$ cat src/rtl/cpu_seq_decoder.sv
// Registered multi-step instruction decoder: valid/ready fetch handshake, 1/2-step sequencing, registered control word.
// Optional build macro ILLEGAL_TRAP_EN: unknown opcodes raise a one-cycle illegal pulse and lock the decoder until reset.
//
// state     | meaning
// ----------+-------------------------------------------------------------
// S_IDLE    | no instruction executing, control word idle (ps=11)
// S_EX0     | first (or only) step of the latched instruction on the outputs
// S_EX1     | second step of a 2-step instruction on the outputs
// S_WAIT_EXT| LRLI issued, waiting for its extension word from fetch

module cpu_seq_decoder #(
    parameter int         DATA_W   = 16,
    parameter logic [2:0] SP_REG   = 3'd7,
    parameter logic [2:0] LINK_REG = 3'd6
) (
    input  logic              clk,
    input  logic              rst,
    input  logic [15:0]       ir_in,
    input  logic              ir_valid,
    output logic              ir_ready,
    input  logic              stall,
    output logic [2:0]        aa,
    output logic [2:0]        ba,
    output logic [2:0]        da,
    output logic              wr,
    output logic              mem_write,
    output logic [DATA_W-1:0] k,
    output logic              mux_a,
    output logic [1:0]        ps,
    output logic              busy,
    output logic              step,
    output logic              illegal
);

    localparam logic [1:0] S_IDLE     = 2'd0;
    localparam logic [1:0] S_EX0      = 2'd1;
    localparam logic [1:0] S_EX1      = 2'd2;
    localparam logic [1:0] S_WAIT_EXT = 2'd3;

    localparam logic [6:0] OP_PUSH = 7'b1000000;
    localparam logic [6:0] OP_POP  = 7'b1000001;
    localparam logic [6:0] OP_LRLI = 7'b1000010;
    localparam logic [6:0] OP_LDR  = 7'b1000100;
    localparam logic [6:0] OP_STR  = 7'b1000101;
    localparam logic [6:0] OP_BCLR = 7'b1001000;
    localparam logic [6:0] OP_BSET = 7'b1001001;
    localparam logic [6:0] OP_JMPR = 7'b1001101;
    localparam logic [6:0] OP_CALL = 7'b1001110;

    localparam logic [1:0] PS_NEXT = 2'b00;
    localparam logic [1:0] PS_BR   = 2'b01;
    localparam logic [1:0] PS_JMP  = 2'b10;
    localparam logic [1:0] PS_HOLD = 2'b11;

    typedef struct packed {
        logic [2:0]        aa;
        logic [2:0]        ba;
        logic [2:0]        da;
        logic              wr;
        logic              mem_write;
        logic [DATA_W-1:0] k;
        logic              mux_a;
        logic [1:0]        ps;
        logic              busy;
        logic              step;
        logic              illegal;
    } ctrl_t;

    function automatic logic two_step(input logic [6:0] op);
        return op inside {OP_PUSH, OP_POP, OP_CALL, OP_LRLI};
    endfunction

    function automatic ctrl_t idle_ctrl();
        ctrl_t c;
        c    = '0;
        c.ps = PS_HOLD;
        return c;
    endfunction

    function automatic ctrl_t wait_ctrl();
        ctrl_t c;
        c      = '0;
        c.ps   = PS_HOLD;
        c.busy = 1'b1;
        c.step = 1'b1;
        return c;
    endfunction

    // Address fields not named for an op stay 0, and da is only set on writing steps.
    function automatic ctrl_t decode(input logic [15:0] w, input logic st, input logic [15:0] ext);
        ctrl_t c;
        c    = '0;
        c.ps = PS_NEXT;
        casez (w[15:9])
            7'b10100??: begin
                c.da = w[10:8];
                c.k  = DATA_W'(w[7:0]);
                c.wr = 1'b1;
            end
            7'b10101??: begin
                c.aa        = w[10:8];
                c.k         = DATA_W'(w[7:0]);
                c.mem_write = 1'b1;
            end
            7'b1011???: begin
                c.aa = w[10:8];
                c.ps = PS_BR;
            end
            OP_LDR: begin
                c.da = w[8:6];
                c.ba = w[2:0];
                c.wr = 1'b1;
            end
            OP_STR: begin
                c.aa        = w[8:6];
                c.ba        = w[2:0];
                c.mem_write = 1'b1;
            end
            OP_BSET, OP_BCLR: begin
                c.aa = w[8:6];
                c.da = w[8:6];
                c.k  = DATA_W'(1) << w[5:2];
                c.wr = 1'b1;
            end
            OP_JMPR: begin
                c.aa = w[5:3];
                c.ps = PS_JMP;
            end
            OP_PUSH: begin
                c.busy = 1'b1;
                c.step = st;
                if (!st) begin
                    c.aa        = SP_REG;
                    c.ba        = w[2:0];
                    c.mem_write = 1'b1;
                    c.ps        = PS_HOLD;
                end else begin
                    c.da = SP_REG;
                    c.k  = '1;
                    c.wr = 1'b1;
                end
            end
            OP_POP: begin
                c.busy = 1'b1;
                c.step = st;
                if (!st) begin
                    c.da = SP_REG;
                    c.k  = DATA_W'(1);
                    c.wr = 1'b1;
                    c.ps = PS_HOLD;
                end else begin
                    c.aa = SP_REG;
                    c.da = w[8:6];
                    c.wr = 1'b1;
                end
            end
            OP_CALL: begin
                c.busy = 1'b1;
                c.step = st;
                if (!st) begin
                    c.mux_a = 1'b1;
                    c.da    = LINK_REG;
                    c.wr    = 1'b1;
                    c.ps    = PS_HOLD;
                end else begin
                    c.k  = DATA_W'(w[8:0]);
                    c.ps = PS_JMP;
                end
            end
            OP_LRLI: begin
                c.busy = 1'b1;
                c.step = st;
                if (!st) begin
                    c.ps = PS_HOLD;
                end else begin
                    c.da = w[8:6];
                    c.k  = DATA_W'(ext);
                    c.wr = 1'b1;
                end
            end
            default: begin
`ifdef ILLEGAL_TRAP_EN
                c.illegal = 1'b1;
                c.ps      = PS_HOLD;
`else
                c.ps      = PS_NEXT;
`endif
            end
        endcase
        return c;
    endfunction

    logic [1:0]  state_q, state_n;
    logic [15:0] ir_q, ir_n;
    logic        trapped_q, trapped_n;
    ctrl_t       ctrl_q, ctrl_n;
    logic        cur_two, last_step, xfer;

    assign cur_two   = two_step(ir_q[15:9]);
    assign last_step = ((state_q == S_EX0) && !cur_two) || (state_q == S_EX1);
    assign ir_ready  = !rst && !stall && !trapped_q &&
                       ((state_q == S_IDLE) || (state_q == S_WAIT_EXT) || last_step);
    assign xfer      = ir_valid && ir_ready;

    always_comb begin
        state_n   = state_q;
        ir_n      = ir_q;
        trapped_n = trapped_q;
        ctrl_n    = idle_ctrl();
        if (xfer && (state_q == S_WAIT_EXT)) begin
            // The extension word feeds k directly; the latched LRLI keeps supplying da.
            state_n = S_EX1;
            ctrl_n  = decode(ir_q, 1'b1, ir_in);
        end else if (xfer) begin
            state_n   = S_EX0;
            ir_n      = ir_in;
            ctrl_n    = decode(ir_in, 1'b0, 16'h0000);
            trapped_n = ctrl_n.illegal;
        end else if ((state_q == S_EX0) && cur_two) begin
            if (ir_q[15:9] == OP_LRLI) begin
                state_n = S_WAIT_EXT;
                ctrl_n  = wait_ctrl();
            end else begin
                state_n = S_EX1;
                ctrl_n  = decode(ir_q, 1'b1, 16'h0000);
            end
        end else if (state_q == S_WAIT_EXT) begin
            ctrl_n = wait_ctrl();
        end else begin
            state_n = S_IDLE;
        end
    end

    always_ff @(posedge clk) begin
        if (rst) begin
            state_q   <= S_IDLE;
            ir_q      <= '0;
            trapped_q <= 1'b0;
            ctrl_q    <= idle_ctrl();
        end else if (!stall) begin
            state_q   <= state_n;
            ir_q      <= ir_n;
            trapped_q <= trapped_n;
            ctrl_q    <= ctrl_n;
        end
    end

    assign aa        = ctrl_q.aa;
    assign ba        = ctrl_q.ba;
    assign da        = ctrl_q.da;
    assign wr        = ctrl_q.wr;
    assign mem_write = ctrl_q.mem_write;
    assign k         = ctrl_q.k;
    assign mux_a     = ctrl_q.mux_a;
    // The PC is held for as long as the pipeline is frozen, whatever step is on the outputs.
    assign ps        = stall ? PS_HOLD : ctrl_q.ps;
    assign busy      = ctrl_q.busy;
    assign step      = ctrl_q.step;
    assign illegal   = ctrl_q.illegal;

endmodule

$ cat config.mk
export PLATFORM = sky130hd
export DESIGN_NAME = cpu_seq_decoder
export DESIGN_NICKNAME = d
export VERILOG_FILES = /design/src/rtl/cpu_seq_decoder.sv
export SDC_FILE = /design/constraint.sdc
export NUM_CORES = 1
export LEC_CHECK = 0
export ABC_CLOCK_PERIOD_IN_PS = 2610
export CAP_MARGIN = 20
export CORE_ASPECT_RATIO = 1.25
export CORE_UTILIZATION = 35
export DETAILED_ROUTE_END_ITERATION = 7
export PLACE_DENSITY = 0.54
export SLEW_MARGIN = 25
export SYNTH_ARGS = -nofsm -noshare
export SYNTH_HDL_FRONTEND = slang
export SYNTH_SLANG_ARGS = --single-unit
$ cat constraint.sdc
create_clock -name clk -period 2.61 [get_ports clk]
set_input_delay 0.522 -clock clk [delete_from_list [all_inputs] [get_ports clk]]
set_output_delay 0.522 -clock clk [all_outputs]
set_load 0.02 [all_outputs]
==> impl_results.html, run 1 <==
<table>
<tr><th>Metric</th><th>Value</th></tr>
<tr><th colspan="2">Clock network</th></tr>
<tr><td>Cts bufs inserted</td><td>5</td></tr>
<tr><td>Clock-pin transition on the worst setup and hold timing paths</td><td>70 ps</td></tr>
<tr><td>CTS Root Cell</td><td>sky130_fd_sc_hd__clkbuf_16</td></tr>
<tr><td>Clock Path Buffers</td><td>2</td></tr>
<tr><td>CTS tree</td><td>done</td></tr>
<tr><td>Clock insertion delay at the later pin of the skew report</td><td>approximately 300 ps</td></tr>
<tr><td>CTS sink count</td><td>50</td></tr>
<tr><td>Maximum level of the CTS H-tree</td><td>2</td></tr>
<tr><th colspan="2">Placed design</th></tr>
<tr><td>GP Congestion</td><td>0.970</td></tr>
<tr><td>Input/output buffers</td><td>52</td></tr>
<tr><td>Instance count after placement with tap cells included</td><td>765</td></tr>
<tr><td>HPWL after DPL</td><td>between 10000 and 15000 um</td></tr>
<tr><th colspan="2">Worst setup path</th></tr>
<tr><td>Startpoint class of the critical path</td><td>flip-flop</td></tr>
<tr><td>Worst endpoint data arrival time</td><td>between 2000 and 3000 ps</td></tr>
<tr><td>Startpoint of the lowest-slack register-to-register path</td><td>state_q[0]</td></tr>
<tr><td>Flop-to-flop setup slack</td><td>~150 ps</td></tr>
<tr><td>Endpoint type of the worst setup path</td><td>flip-flop</td></tr>
<tr><td>Worst setup path class</td><td>flip-flop to flip-flop</td></tr>
<tr><td>Biggest fanout along the worst timing path</td><td>19</td></tr>
<tr><td>Data required time of the worst path</td><td>2800 ps</td></tr>
<tr><td>Beginning of the critical path</td><td>state_q[0]</td></tr>
<tr><th colspan="2">Synthesis</th></tr>
<tr><td>Post-synthesis share of cell area spent on and, or, nand and nor gates</td><td>0.278</td></tr>
<tr><td>Synth async-reset ratio</td><td>0</td></tr>
<tr><td>Syn_nets</td><td>575</td></tr>
<tr><td>Area share of the largest cell type after synthesis</td><td>0.239</td></tr>
<tr><td>Primary FF master, synth</td><td>sky130_fd_sc_hd__dfxtp_1</td></tr>
<tr><td>Area of the mapped netlist</td><td>between 4000 and 5000 sq um</td></tr>
<tr><td>Adder-Cell Fraction of Synth Area</td><td>0.00897</td></tr>
<tr><td>Syn_area_per_cell</td><td>7.58 sq um</td></tr>
<tr><td>Number of enable-type register cells in the synthesized netlist</td><td>0</td></tr>
<tr><td>Post-synthesis mux area share</td><td>0.00509</td></tr>
<tr><td>XOR/XNOR Fraction of Synth Area</td><td>0.00419</td></tr>
<tr><td>Flop and latch count out of synthesis</td><td>50</td></tr>
<tr><td>Ranking of synthesized cells by area</td><td>sky130_fd_sc_hd__dfxtp_1 24%, sky130_fd_sc_hd__nand2_1 7.1%, sky130_fd_sc_hd__a21oi_1 5.1%</td></tr>
<tr><td>Number of instances in the synthesized netlist</td><td>552</td></tr>
<tr><td>Cell variety after synth</td><td>80</td></tr>
<tr><td>Cell type with the highest aggregate area in the netlist</td><td>sky130_fd_sc_hd__dfxtp_1</td></tr>
<tr><td>Post-synthesis sequential area ratio</td><td>0.239</td></tr>
<tr><td>Dominant combinational cell family by area after synthesis</td><td>compound AO/OA/AOI/OAI gates</td></tr>
<tr><td>Complex-gate fraction of the synthesized area</td><td>0.341</td></tr>
<tr><td>YS warnings</td><td>0</td></tr>
<tr><th colspan="2">Floorplanning</th></tr>
<tr><td>Site Rows</td><td>between 40 and 50</td></tr>
<tr><td>I/O Pins</td><td>54</td></tr>
<tr><td>Total core area</td><td>about 12000 sq um</td></tr>
<tr><td>Horizontal die dimension</td><td>between 90 and 100 um</td></tr>
<tr><td>Die outline area</td><td>around 12000 sq um</td></tr>
<tr><td>Chip height</td><td>124 um</td></tr>
<tr><td>Starting density of the core</td><td>0.360</td></tr>
<tr><th colspan="2">Timing</th></tr>
<tr><td>Number of hold violations in the final report</td><td>0</td></tr>
<tr><td>Final setup fails</td><td>0</td></tr>
<tr><td>Pin slew with the least headroom to its limit</td><td>597 ps</td></tr>
<tr><td>Unrepaired setup endpoints after global routing</td><td>false</td></tr>
<tr><td>Portion of the clock cycle consumed by the worst path in the final layout</td><td>0.944</td></tr>
<tr><td>Fmax</td><td>406 MHz</td></tr>
<tr><td>Relative slew slack</td><td>0.602</td></tr>
<tr><td>Minimum clock period</td><td>2460 ps</td></tr>
<tr><td>Worst Clk Skew</td><td>between 8 and 9 ps</td></tr>
<tr><td>Worst hold margin</td><td>450 ps</td></tr>
<tr><td>Max-slew violations</td><td>0</td></tr>
<tr><th colspan="2">Pwr</th></tr>
<tr><td>Largest voltage drop on the vdd net</td><td>242 uV</td></tr>
<tr><td>Ratio of total power to cell area</td><td>380 nW/um^2</td></tr>
<tr><td>Power consumption</td><td>1980 uW</td></tr>
<tr><td>Static Leakage</td><td>approximately 0.0019 uW</td></tr>
<tr><th colspan="2">Route</th></tr>
<tr><td>Drt total wl</td><td>15300 um</td></tr>
<tr><td>Post-route DRC</td><td>0</td></tr>
<tr><td>Number of iterations in the first detailed-routing pass</td><td>6</td></tr>
<tr><td>Total via count in the routed design</td><td>4428</td></tr>
<tr><td>Iteration-0 DRC Markers</td><td>315</td></tr>
<tr><td>Residual antenna-violating net count after detailed routing</td><td>0</td></tr>
<tr><td>Routed wirelength normalized by instance count</td><td>19.8 um</td></tr>
<tr><td>Post-detailed-route via-to-cell ratio</td><td>roughly 5.7</td></tr>
<tr><th colspan="2">Final layout</th></tr>
<tr><td>Signed area change from the synthesized netlist to the final layout</td><td>24.9%</td></tr>
<tr><td>Share of final-layout standard cells stronger than drive strength 1</td><td>0.223</td></tr>
<tr><td># diodes</td><td>0</td></tr>
<tr><td>Nets</td><td>635</td></tr>
<tr><td>Final design utilization</td><td>0.450</td></tr>
<tr><td>Count of non-filler cells in the finished layout</td><td>774</td></tr>
<tr><th colspan="2">Run status</th></tr>
<tr><td>Result of the run</td><td>complete, no violations</td></tr>
<tr><th colspan="2">Min path</th></tr>
<tr><td>Hold Crit Class</td><td>flip-flop to flip-flop</td></tr>
<tr><td>Launch point of the worst hold path</td><td>aa[0]</td></tr>
<tr><th colspan="2">GRT</th></tr>
<tr><td>Number of global-route vias before repair</td><td>4306</td></tr>
<tr><td>Overall routing resource usage</td><td>0.253</td></tr>
<tr><td>Global route total overflow</td><td>0</td></tr>
<tr><td>Largest net degree at the start of global routing</td><td>49</td></tr>
<tr><td>Wire length of the first global-routing pass</td><td>24100 um</td></tr>
<tr><td>Initial antenna violation count</td><td>0</td></tr>
<tr><th colspan="2">Job</th></tr>
<tr><td>Max capacitance violation total</td><td>0</td></tr>
</table>
## placed cells by master, fill, tap and decap left out, types with 4 or more instances in the layout
cell type / n
sky130_fd_sc_hd__o21bai_1: 5
sky130_fd_sc_hd__nand3_1: 12
sky130_fd_sc_hd__and2_1: 4
sky130_fd_sc_hd__nor3_1: 16
sky130_fd_sc_hd__o21ai_0: 26
sky130_fd_sc_hd__a22oi_1: 5
sky130_fd_sc_hd__nand2_1: 79
sky130_fd_sc_hd__o21ai_1: 6
sky130_fd_sc_hd__a221o_1: 5
sky130_fd_sc_hd__a211o_1: 4
sky130_fd_sc_hd__clkbuf_16: 5
sky130_fd_sc_hd__a221oi_2: 9
sky130_fd_sc_hd__a31oi_1: 11
sky130_fd_sc_hd__a32o_1: 4
sky130_fd_sc_hd__a221oi_1: 20
sky130_fd_sc_hd__and3_1: 4
sky130_fd_sc_hd__nor2_1: 35
sky130_fd_sc_hd__nor2b_1: 4
sky130_fd_sc_hd__buf_4: 73
sky130_fd_sc_hd__o31ai_1: 8
sky130_fd_sc_hd__nand2b_1: 8
sky130_fd_sc_hd__nor3_2: 6
sky130_fd_sc_hd__or2_2: 5
sky130_fd_sc_hd__dfxtp_1: 50
sky130_fd_sc_hd__a21o_1: 5
sky130_fd_sc_hd__inv_1: 22
sky130_fd_sc_hd__clkdlybuf4s50_1: 49
sky130_fd_sc_hd__o22ai_1: 5
sky130_fd_sc_hd__a21oi_1: 43
## state kept, by name (all words and copies together) (netlist names)
| register | flops |
|---|---|
| busy | 1 |
| k | 16 |
| da | 3 |
| mux_a | 1 |
| ba | 3 |
| ir_q | 16 |
| wr | 1 |
| mem_write | 1 |
| step | 1 |
| aa | 3 |
| ctrl_q | 2 |
| state_q | 2 |
## worst paths after layout
check               end  depth (start not counted)
hold reg to reg   aa[0]                          2
setup reg to reg  aa[0]                         10
setup / recovery  aa[0]                         10
hold / removal    aa[0]                          2
## synth_stat cells (all sizes together), types with 3 or more instances
library cell,n
a221o,5
nor2b,4
or2,6
clkbuf,25
nor4b,3
a32o,4
a211o,4
nor4,8
a22oi,5
inv,23
o21ai,34
a21oi,43
nor3b,3
and3,4
dfxtp,50
nand2b,8
o22ai,5
nor3,25
a32oi,3
o21bai,5
a31oi,11
a211oi,4
a21o,5
ha,3
and2,4
a22o,3
buf,49
nand3,12
a221oi,29
o211ai,5
o31ai,8
nor2,39
nand4,3
nand2,79
## kinds of logic after synthesis
family / after synthesis
and+or+nand+nor: 208
AOI/OAI and AO/OA: 189
buffers and inverters: 97
DFF: 50
adders and majority gates: 3
xor gates and xnor gates: 2
muxes: 2
other: 1
## where the power goes
part	internal [uW]	switching, uW	total (uW)
clock	381	308	689
sequential	792	27.0	819
combinational	199	277	476
## per-layer routing
metal / GRT usage / wire, um / vias up
li1: - / - / 2124
met1: 0.321 / 6430 / 2101
met2: 0.421 / 7560 / 168
met3: 0.0310 / 742 / 35
met4: 0.119 / 601 / 0
met5: 0 / 0 / -
## critical path, cell delays in order, from the launching register on
cell and delay, ps:
sky130_fd_sc_hd__dfxtp_1 330, sky130_fd_sc_hd__inv_1 40, sky130_fd_sc_hd__ha_1 270, sky130_fd_sc_hd__or2_2 380, sky130_fd_sc_hd__o21a_1 300, sky130_fd_sc_hd__o211ai_2 180
sky130_fd_sc_hd__buf_4 290, sky130_fd_sc_hd__nor2_1 90, sky130_fd_sc_hd__buf_4 140, sky130_fd_sc_hd__a32oi_1 240, sky130_fd_sc_hd__o21ai_1 80
## area by class of cell
type                    count  area [sq um]
fillers                  1212          6390
clock inverters             2          12.5
well taps                 161           201
inverters                  23          86.3
repair buffers            127          1100
flip-flops and latches     50          1000
multi-input cells         405          2690
clock buffers               6           139
## metrics by stage
stage          TNS [ps]  setup slack, ps  area, sq um
2_1_floorplan         0              256         4180
3_3_place_gp      -24.5            -24.5         5050
3_5_place_dp       -351            -53.4         5050
4_1_cts               0             61.8         5210
5_1_grt               0             5.69         5230
6_report              0              146         5230
## what timing repair did
action                                  CTS  global route
pin swaps                                 1             0
cloned                                    0             0
endpoints found under the setup margin    1             3
buffers inserted                          1             0
hold buffers                              0             0
gates resized for setup                   1             3
No activity file was read; power rests on OpenSTA's default activity.
==> inputs of run 2 (changes only) <==
SKIP_CTS_REPAIR_TIMING = 1   (was unset)
==> impl_results.html, run 2 (synthesis gave the netlist of run 1 again) <==
<table>
<tr><th>Metric</th><th>Value</th></tr>
<tr><th colspan="2">Run status</th></tr>
<tr><td>Result of the run</td><td>complete, no violations</td></tr>
<tr><th colspan="2">Clock network</th></tr>
<tr><td>Maximum level of the CTS H-tree</td><td>2 (unchanged)</td></tr>
<tr><td>CTS sink count</td><td>50 (unchanged)</td></tr>
<tr><td>Clock-pin transition on the worst setup and hold timing paths</td><td>70 ps (about the same)</td></tr>
<tr><td>CTS Root Cell</td><td>sky130_fd_sc_hd__clkbuf_16</td></tr>
<tr><td>Clock Path Buffers</td><td>2 (unchanged)</td></tr>
<tr><td>Cts bufs inserted</td><td>5 (unchanged)</td></tr>
<tr><td>Clock insertion delay at the later pin of the skew report</td><td>300 ps (about the same)</td></tr>
<tr><td>CTS tree</td><td>done</td></tr>
<tr><th colspan="2">Placed design</th></tr>
<tr><td>Placed inst area</td><td>5050 sq um (unchanged)</td></tr>
<tr><td>Setup Slack @ Placement</td><td>-53.4 ps (unchanged)</td></tr>
<tr><td>Input/output buffers</td><td>52 (unchanged)</td></tr>
<tr><td>HPWL after DPL</td><td>11900 um (unchanged)</td></tr>
<tr><td>Instance count after placement with tap cells included</td><td>765 (unchanged)</td></tr>
<tr><td>GP Congestion</td><td>0.970 (unchanged)</td></tr>
<tr><th colspan="2">Worst setup path</th></tr>
<tr><td>Data required time of the worst path</td><td>2790 ps (about the same)</td></tr>
<tr><td>Endpoint type of the worst setup path</td><td>flip-flop</td></tr>
<tr><td>Maximum cell stage delay along the critical path</td><td>380 ps (about the same)</td></tr>
<tr><td>Worst path bufs/invs</td><td>3 (unchanged)</td></tr>
<tr><td>Master of the slowest instance on the critical path</td><td>sky130_fd_sc_hd__or2_2</td></tr>
<tr><td>Startpoint class of the critical path</td><td>flip-flop</td></tr>
<tr><td>Biggest fanout along the worst timing path</td><td>19 (unchanged)</td></tr>
<tr><td>Worst path top cell family by delay</td><td>compound AO/OA/AOI/OAI gates</td></tr>
<tr><td>Startpoint of the lowest-slack register-to-register path</td><td>state_q[0]</td></tr>
<tr><td>Ordered list of cells on the worst path</td><td>inv_1, ha_1, or2_2, o21a_1, o211ai_2, buf_4, nor2_1, buf_4, a32oi_1, o21ai_1</td></tr>
<tr><td>Flop-to-flop setup slack</td><td>150 ps (about the same)</td></tr>
<tr><td>Endpoint of the lowest-slack register-to-register path</td><td>aa[1]</td></tr>
<tr><td>Depth of the worst register-to-register path</td><td>10 (unchanged)</td></tr>
<tr><td>Worst setup path class</td><td>flip-flop to flip-flop</td></tr>
<tr><td>Worst endpoint data arrival time</td><td>2640 ps (about the same)</td></tr>
<tr><td>Cell mode on critical path</td><td>sky130_fd_sc_hd__buf_4</td></tr>
<tr><th colspan="2">GRT</th></tr>
<tr><td>Global route total overflow</td><td>0 (unchanged)</td></tr>
<tr><td>Number of global-route vias before repair</td><td>4294 (-0.28%)</td></tr>
<tr><td>Wire length of the first global-routing pass</td><td>24100 um (unchanged)</td></tr>
<tr><td>Initial antenna violation count</td><td>0 (unchanged)</td></tr>
<tr><td>Overall routing resource usage</td><td>0.253 (about the same)</td></tr>
<tr><td>Largest net degree at the start of global routing</td><td>49 (unchanged)</td></tr>
<tr><th colspan="2">Route</th></tr>
<tr><td>Post-detailed-route via-to-cell ratio</td><td>5.74 (+0.42%)</td></tr>
<tr><td>Residual antenna-violating net count after detailed routing</td><td>0 (unchanged)</td></tr>
<tr><td>Post-route DRC</td><td>0 (unchanged)</td></tr>
<tr><td>Number of iterations in the first detailed-routing pass</td><td>6 (unchanged)</td></tr>
<tr><td>Drt total wl</td><td>15300 um (about the same)</td></tr>
<tr><td>Routed wirelength normalized by instance count</td><td>19.7 um (-0.35%)</td></tr>
<tr><td>Iteration-0 DRC Markers</td><td>261 (-17%)</td></tr>
<tr><td>Total via count in the routed design</td><td>4458 (+0.68%)</td></tr>
<tr><th colspan="2">Final layout</th></tr>
<tr><td>Signed area change from the synthesized netlist to the final layout</td><td>25.4%</td></tr>
<tr><td>Most common library cell in the layout ignoring fill and taps</td><td>sky130_fd_sc_hd__nand2_1</td></tr>
<tr><td>Top library cells by usage in the layout, fill and taps aside</td><td>79 x sky130_fd_sc_hd__nand2_1, 75 x sky130_fd_sc_hd__buf_4, 50 x sky130_fd_sc_hd__dfxtp_1</td></tr>
<tr><td>Final Cell Area</td><td>5250 sq um (+0.36%)</td></tr>
<tr><td># diodes</td><td>0 (unchanged)</td></tr>
<tr><td>Share of final-layout standard cells stronger than drive strength 1</td><td>0.226 (+0.00253)</td></tr>
<tr><td>Count of non-filler cells in the finished layout</td><td>776 (+0.26%)</td></tr>
<tr><td>Nets</td><td>637 (+0.31%)</td></tr>
<tr><th colspan="2">Floorplanning</th></tr>
<tr><td>I/O Pins</td><td>54 (unchanged)</td></tr>
<tr><td>Total core area</td><td>11600 sq um (unchanged)</td></tr>
<tr><td>Horizontal die dimension</td><td>99.8 um (unchanged)</td></tr>
<tr><td>Site Rows</td><td>44 (unchanged)</td></tr>
<tr><td>Chip height</td><td>124 um (unchanged)</td></tr>
<tr><td>Die outline area</td><td>12400 sq um (unchanged)</td></tr>
<tr><td>Starting density of the core</td><td>0.360 (unchanged)</td></tr>
<tr><th colspan="2">Min path</th></tr>
<tr><td>Launch point of the worst hold path</td><td>aa[0]</td></tr>
<tr><td>Hold-critical path depth</td><td>2 (unchanged)</td></tr>
<tr><td>Hold Crit Class</td><td>flip-flop to flip-flop</td></tr>
<tr><td>WHS Endpoint</td><td>aa[0]</td></tr>
<tr><th colspan="2">Pwr</th></tr>
<tr><td>Static Leakage</td><td>0.00195 uW (+1.0%)</td></tr>
<tr><td>Largest voltage drop on the vdd net</td><td>242 uV (-0.10%)</td></tr>
<tr><td>Ratio of total power to cell area</td><td>378 nW/um^2 (-0.38%)</td></tr>
<tr><th colspan="2">Timing</th></tr>
<tr><td>Unrepaired setup endpoints after global routing</td><td>false</td></tr>
<tr><td>Number of hold violations in the final report</td><td>0 (unchanged)</td></tr>
<tr><td>Fmax</td><td>407 MHz (+0.22%)</td></tr>
<tr><td>Final Worst Setup Slack</td><td>151 ps (+5.29 ps)</td></tr>
<tr><td>Minimum clock period</td><td>2460 ps (-5.29 ps)</td></tr>
<tr><td>Relative slew slack</td><td>0.599 (-0.00261)</td></tr>
<tr><td>Portion of the clock cycle consumed by the worst path in the final layout</td><td>0.942 (-0.00203)</td></tr>
<tr><td>Max-slew violations</td><td>0 (unchanged)</td></tr>
<tr><td>Pin slew with the least headroom to its limit</td><td>601 ps (+3.91 ps)</td></tr>
<tr><td>Worst Clk Skew</td><td>8.59 ps (+0.214 ps)</td></tr>
<tr><td>Final setup fails</td><td>0 (unchanged)</td></tr>
<tr><th colspan="2">Job</th></tr>
<tr><td>Max capacitance violation total</td><td>0 (unchanged)</td></tr>
</table>
run 2: tightest hold or removal path, delay by kind of cell (launching register included):
kind	cells	cell delay (ps)
AO/OA/AOI/OAI	1	50
AND/OR/NAND/NOR	1	50
flip-flops	1	310
run 2: worst max-delay path by stage:
stage | start | endpoint | cells after the start
2_1_floorplan | state_q[0] | k[12] | 10
3_3_place_gp | ir_in[10] | k[3] | 7
3_5_place_dp | ir_in[10] | k[3] | 7
4_1_cts | ir_q[9] | ir_ready | 5
5_1_grt | state_q[0] | aa[0] | 10
6_report | state_q[0] | aa[1] | 10
run 2: power breakdown:
part / leakage (uW) / internal [uW] / switching [uW]
combinational: 0.00146 / 200 / 277
sequential: 0.000409 / 792 / 26.9
clock: 0.0000729 / 381 / 306
total: 0.00195 / 1370 / 610
run 2: area by class of cell:
cell class              count  area [sq um]
clock buffers               6           139
flip-flops and latches     50          1000
inverters                  23          86.3
fillers                  1208          6370
multi-input cells         405          2690
repair buffers            129          1120
clock inverters             2          12.5
well taps                 161           201
run 2: metrics by stage:
| stage | setup TNS, ps | hold WS, ps | power (uW) | util |
|---|---|---|---|---|
| floorplan | 0 | 429 | 1120 | - |
| global placement | -24.5 | 443 | 1310 | 0.435 |
| detailed placement | -351 | 445 | 1310 | 0.435 |
| CTS | -55.5 | 455 | 2000 | 0.448 |
| global route | 0 | 476 | 2070 | 0.452 |
| finish | 0 | 450 | 1980 | 0.452 |
run 2: metal layers:
layer	vias up	global-route usage	share of wire
li1	2132	-	-
met1	2136	0.320	0.42
met2	154	0.421	0.49
met3	36	0.0310	0.047
met4	0	0.119	0.040
met5	-	0	0
==> inputs of run 3 (changes only) <==
GPL_ROUTABILITY_DRIVEN = 0   (was unset)
==> impl_results.html, run 3 (synthesis gave the netlist of run 1 again) <==
<table>
<tr><th>Metric</th><th>Value</th></tr>
<tr><th colspan="2">Floorplanning</th></tr>
<tr><td>Total core area</td><td>11600 sq um (unchanged)</td></tr>
<tr><td>Die outline area</td><td>12400 sq um (unchanged)</td></tr>
<tr><td>Horizontal die dimension</td><td>99.8 um (unchanged)</td></tr>
<tr><td>I/O Pins</td><td>54 (unchanged)</td></tr>
<tr><td>Starting density of the core</td><td>0.360 (unchanged)</td></tr>
<tr><td>Site Rows</td><td>44 (unchanged)</td></tr>
<tr><td>Chip height</td><td>124 um (unchanged)</td></tr>
<tr><th colspan="2">Final layout</th></tr>
<tr><td>Top library cells by usage in the layout, fill and taps aside</td><td>79 x sky130_fd_sc_hd__nand2_1, 73 x sky130_fd_sc_hd__buf_4, 49 x sky130_fd_sc_hd__clkdlybuf4s50_1</td></tr>
<tr><td>Nets</td><td>636 (-0.16%)</td></tr>
<tr><td>Final Cell Area</td><td>5260 sq um (+0.36%)</td></tr>
<tr><td># diodes</td><td>0 (unchanged)</td></tr>
<tr><td>Signed area change from the synthesized netlist to the final layout</td><td>25.8%</td></tr>
<tr><td>Count of non-filler cells in the finished layout</td><td>775 (-0.13%)</td></tr>
<tr><td>Share of final-layout standard cells stronger than drive strength 1</td><td>0.226 (+0.000368)</td></tr>
<tr><td>Most common library cell in the layout ignoring fill and taps</td><td>sky130_fd_sc_hd__nand2_1</td></tr>
<tr><th colspan="2">Timing</th></tr>
<tr><td>Final setup fails</td><td>0 (unchanged)</td></tr>
<tr><td>Fmax</td><td>404 MHz (-0.72%)</td></tr>
<tr><td>Number of hold violations in the final report</td><td>0 (unchanged)</td></tr>
<tr><td>Final Worst Setup Slack</td><td>133 ps (-17.8 ps)</td></tr>
<tr><td>Pin slew with the least headroom to its limit</td><td>567 ps (-34.2 ps)</td></tr>
<tr><td>Max-slew violations</td><td>0 (unchanged)</td></tr>
<tr><td>Portion of the clock cycle consumed by the worst path in the final layout</td><td>0.949 (+0.00682)</td></tr>
<tr><td>Relative slew slack</td><td>0.622 (+0.0228)</td></tr>
<tr><td>Minimum clock period</td><td>2480 ps (+17.8 ps)</td></tr>
<tr><td>Worst Clk Skew</td><td>8.10 ps (-0.487 ps)</td></tr>
<tr><td>Worst hold margin</td><td>457 ps (+7.56 ps)</td></tr>
<tr><th colspan="2">Placed design</th></tr>
<tr><td>Setup Slack @ Placement</td><td>-62.1 ps (-8.70 ps)</td></tr>
<tr><td>Placed inst area</td><td>5080 sq um (+0.55%)</td></tr>
<tr><td>Input/output buffers</td><td>52 (unchanged)</td></tr>
<tr><td>Instance count after placement with tap cells included</td><td>767 (+0.26%)</td></tr>
<tr><td>HPWL after DPL</td><td>11600 um (-2.9%)</td></tr>
<tr><th colspan="2">GRT</th></tr>
<tr><td>Overall routing resource usage</td><td>0.245 (-0.00823)</td></tr>
<tr><td>Global route total overflow</td><td>0 (unchanged)</td></tr>
<tr><td>Number of global-route vias before repair</td><td>4275 (-0.44%)</td></tr>
<tr><td>Initial antenna violation count</td><td>0 (unchanged)</td></tr>
<tr><td>Wire length of the first global-routing pass</td><td>23500 um (-2.4%)</td></tr>
<tr><td>Largest net degree at the start of global routing</td><td>49 (unchanged)</td></tr>
<tr><th colspan="2">Worst setup path</th></tr>
<tr><td>Startpoint class of the critical path</td><td>flip-flop</td></tr>
<tr><td>Worst setup path class</td><td>flip-flop to flip-flop</td></tr>
<tr><td>Worst endpoint data arrival time</td><td>2640 ps (about the same)</td></tr>
<tr><td>Endpoint type of the worst setup path</td><td>flip-flop</td></tr>
<tr><td>Data required time of the worst path</td><td>2770 ps (-20 ps)</td></tr>
<tr><td>Biggest fanout along the worst timing path</td><td>4 (-15)</td></tr>
<tr><th colspan="2">Pwr</th></tr>
<tr><td>Power consumption</td><td>2050 uW (+3.5%)</td></tr>
<tr><td>Static Leakage</td><td>0.00195 uW (+0.42%)</td></tr>
<tr><td>Largest voltage drop on the vdd net</td><td>278 uV (+15%)</td></tr>
<tr><td>Ratio of total power to cell area</td><td>390 nW/um^2 (+3.1%)</td></tr>
<tr><th colspan="2">Clock network</th></tr>
<tr><td>Cts bufs inserted</td><td>5 (unchanged)</td></tr>
<tr><td>Maximum level of the CTS H-tree</td><td>2 (unchanged)</td></tr>
<tr><td>CTS tree</td><td>done</td></tr>
<tr><td>Clock-pin transition on the worst setup and hold timing paths</td><td>70 ps (about the same)</td></tr>
<tr><td>Clock insertion delay at the later pin of the skew report</td><td>300 ps (about the same)</td></tr>
<tr><td>Clock Path Buffers</td><td>2 (unchanged)</td></tr>
<tr><td>CTS sink count</td><td>50 (unchanged)</td></tr>
<tr><td>CTS Root Cell</td><td>sky130_fd_sc_hd__clkbuf_16</td></tr>
<tr><th colspan="2">Route</th></tr>
<tr><td>Number of iterations in the first detailed-routing pass</td><td>6 (unchanged)</td></tr>
<tr><td>Drt total wl</td><td>14900 um (-2.5%)</td></tr>
<tr><td>Routed wirelength normalized by instance count</td><td>19.3 um (-2.4%)</td></tr>
<tr><td>Total via count in the routed design</td><td>4519 (+1.4%)</td></tr>
<tr><td>Post-detailed-route via-to-cell ratio</td><td>5.83 (+1.5%)</td></tr>
<tr><td>Post-route DRC</td><td>0 (unchanged)</td></tr>
<tr><td>Iteration-0 DRC Markers</td><td>467 (+79%)</td></tr>
<tr><td>Residual antenna-violating net count after detailed routing</td><td>0 (unchanged)</td></tr>
<tr><th colspan="2">Job</th></tr>
<tr><td>Max capacitance violation total</td><td>0 (unchanged)</td></tr>
<tr><th colspan="2">Run status</th></tr>
<tr><td>Result of the run</td><td>complete, no violations</td></tr>
<tr><th colspan="2">Min path</th></tr>
<tr><td>Hold Crit Class</td><td>flip-flop to flip-flop</td></tr>
</table>
==> run 3: layout make-up <==
| class | instances | area [sq um] |
|---|---|---|
| multi-input combinational | 405 | 2690 |
| clock inverter | 3 | 40.0 |
| sequential | 50 | 1000 |
| clock buffer | 5 | 125 |
| inverter | 23 | 86.3 |
| tap | 161 | 201 |
| fill | 1169 | 6350 |
| timing repair buffer | 128 | 1120 |
==> run 3: critical path, cell delays in order, from the launching register on <==
cell and delay [ps]:
sky130_fd_sc_hd__dfxtp_1 330, sky130_fd_sc_hd__inv_1 40, sky130_fd_sc_hd__ha_1 270, sky130_fd_sc_hd__or2_2 320
sky130_fd_sc_hd__o21a_1 220, sky130_fd_sc_hd__buf_4 160, sky130_fd_sc_hd__buf_4 140, sky130_fd_sc_hd__o2111ai_1 170
sky130_fd_sc_hd__o21ai_0 150, sky130_fd_sc_hd__a221oi_1 450, sky130_fd_sc_hd__nor3_1 90
==> run 3: final timing paths <==
kind              start  slack (ps)  cells past startpoint     to
max          state_q[0]         130                     10  k[13]
min reg2reg       aa[1]         460                      2  aa[1]
max reg2reg  state_q[0]         130                     10  k[13]
min               aa[1]         460                      2  aa[1]
==> run 3: per-stage QoR <==
step | utilization | setup TNS, ps
final | 0.453 | 0
after global routing | 0.453 | -1.77
after CTS | 0.451 | -76.9
after detailed placement | 0.437 | -156
after global placement | 0.437 | -23.3
after floorplan | - | 0
==> run 3: routing by layer <==
layer,GRT usage,vias up,part of all wire,routed length [um]
met5,0,-,0,0
met4,0.126,0,0.050,748
met3,0.0253,54,0.060,898
met2,0.416,219,0.50,7430
met1,0.301,2115,0.39,5870
li1,-,2131,-,-
==> run 3: power by group <==
group | internal, uW | total (uW) | switching (uW)
logic | 200 | 475 | 275
clock network | 449 | 752 | 303
registers | 793 | 825 | 31.6
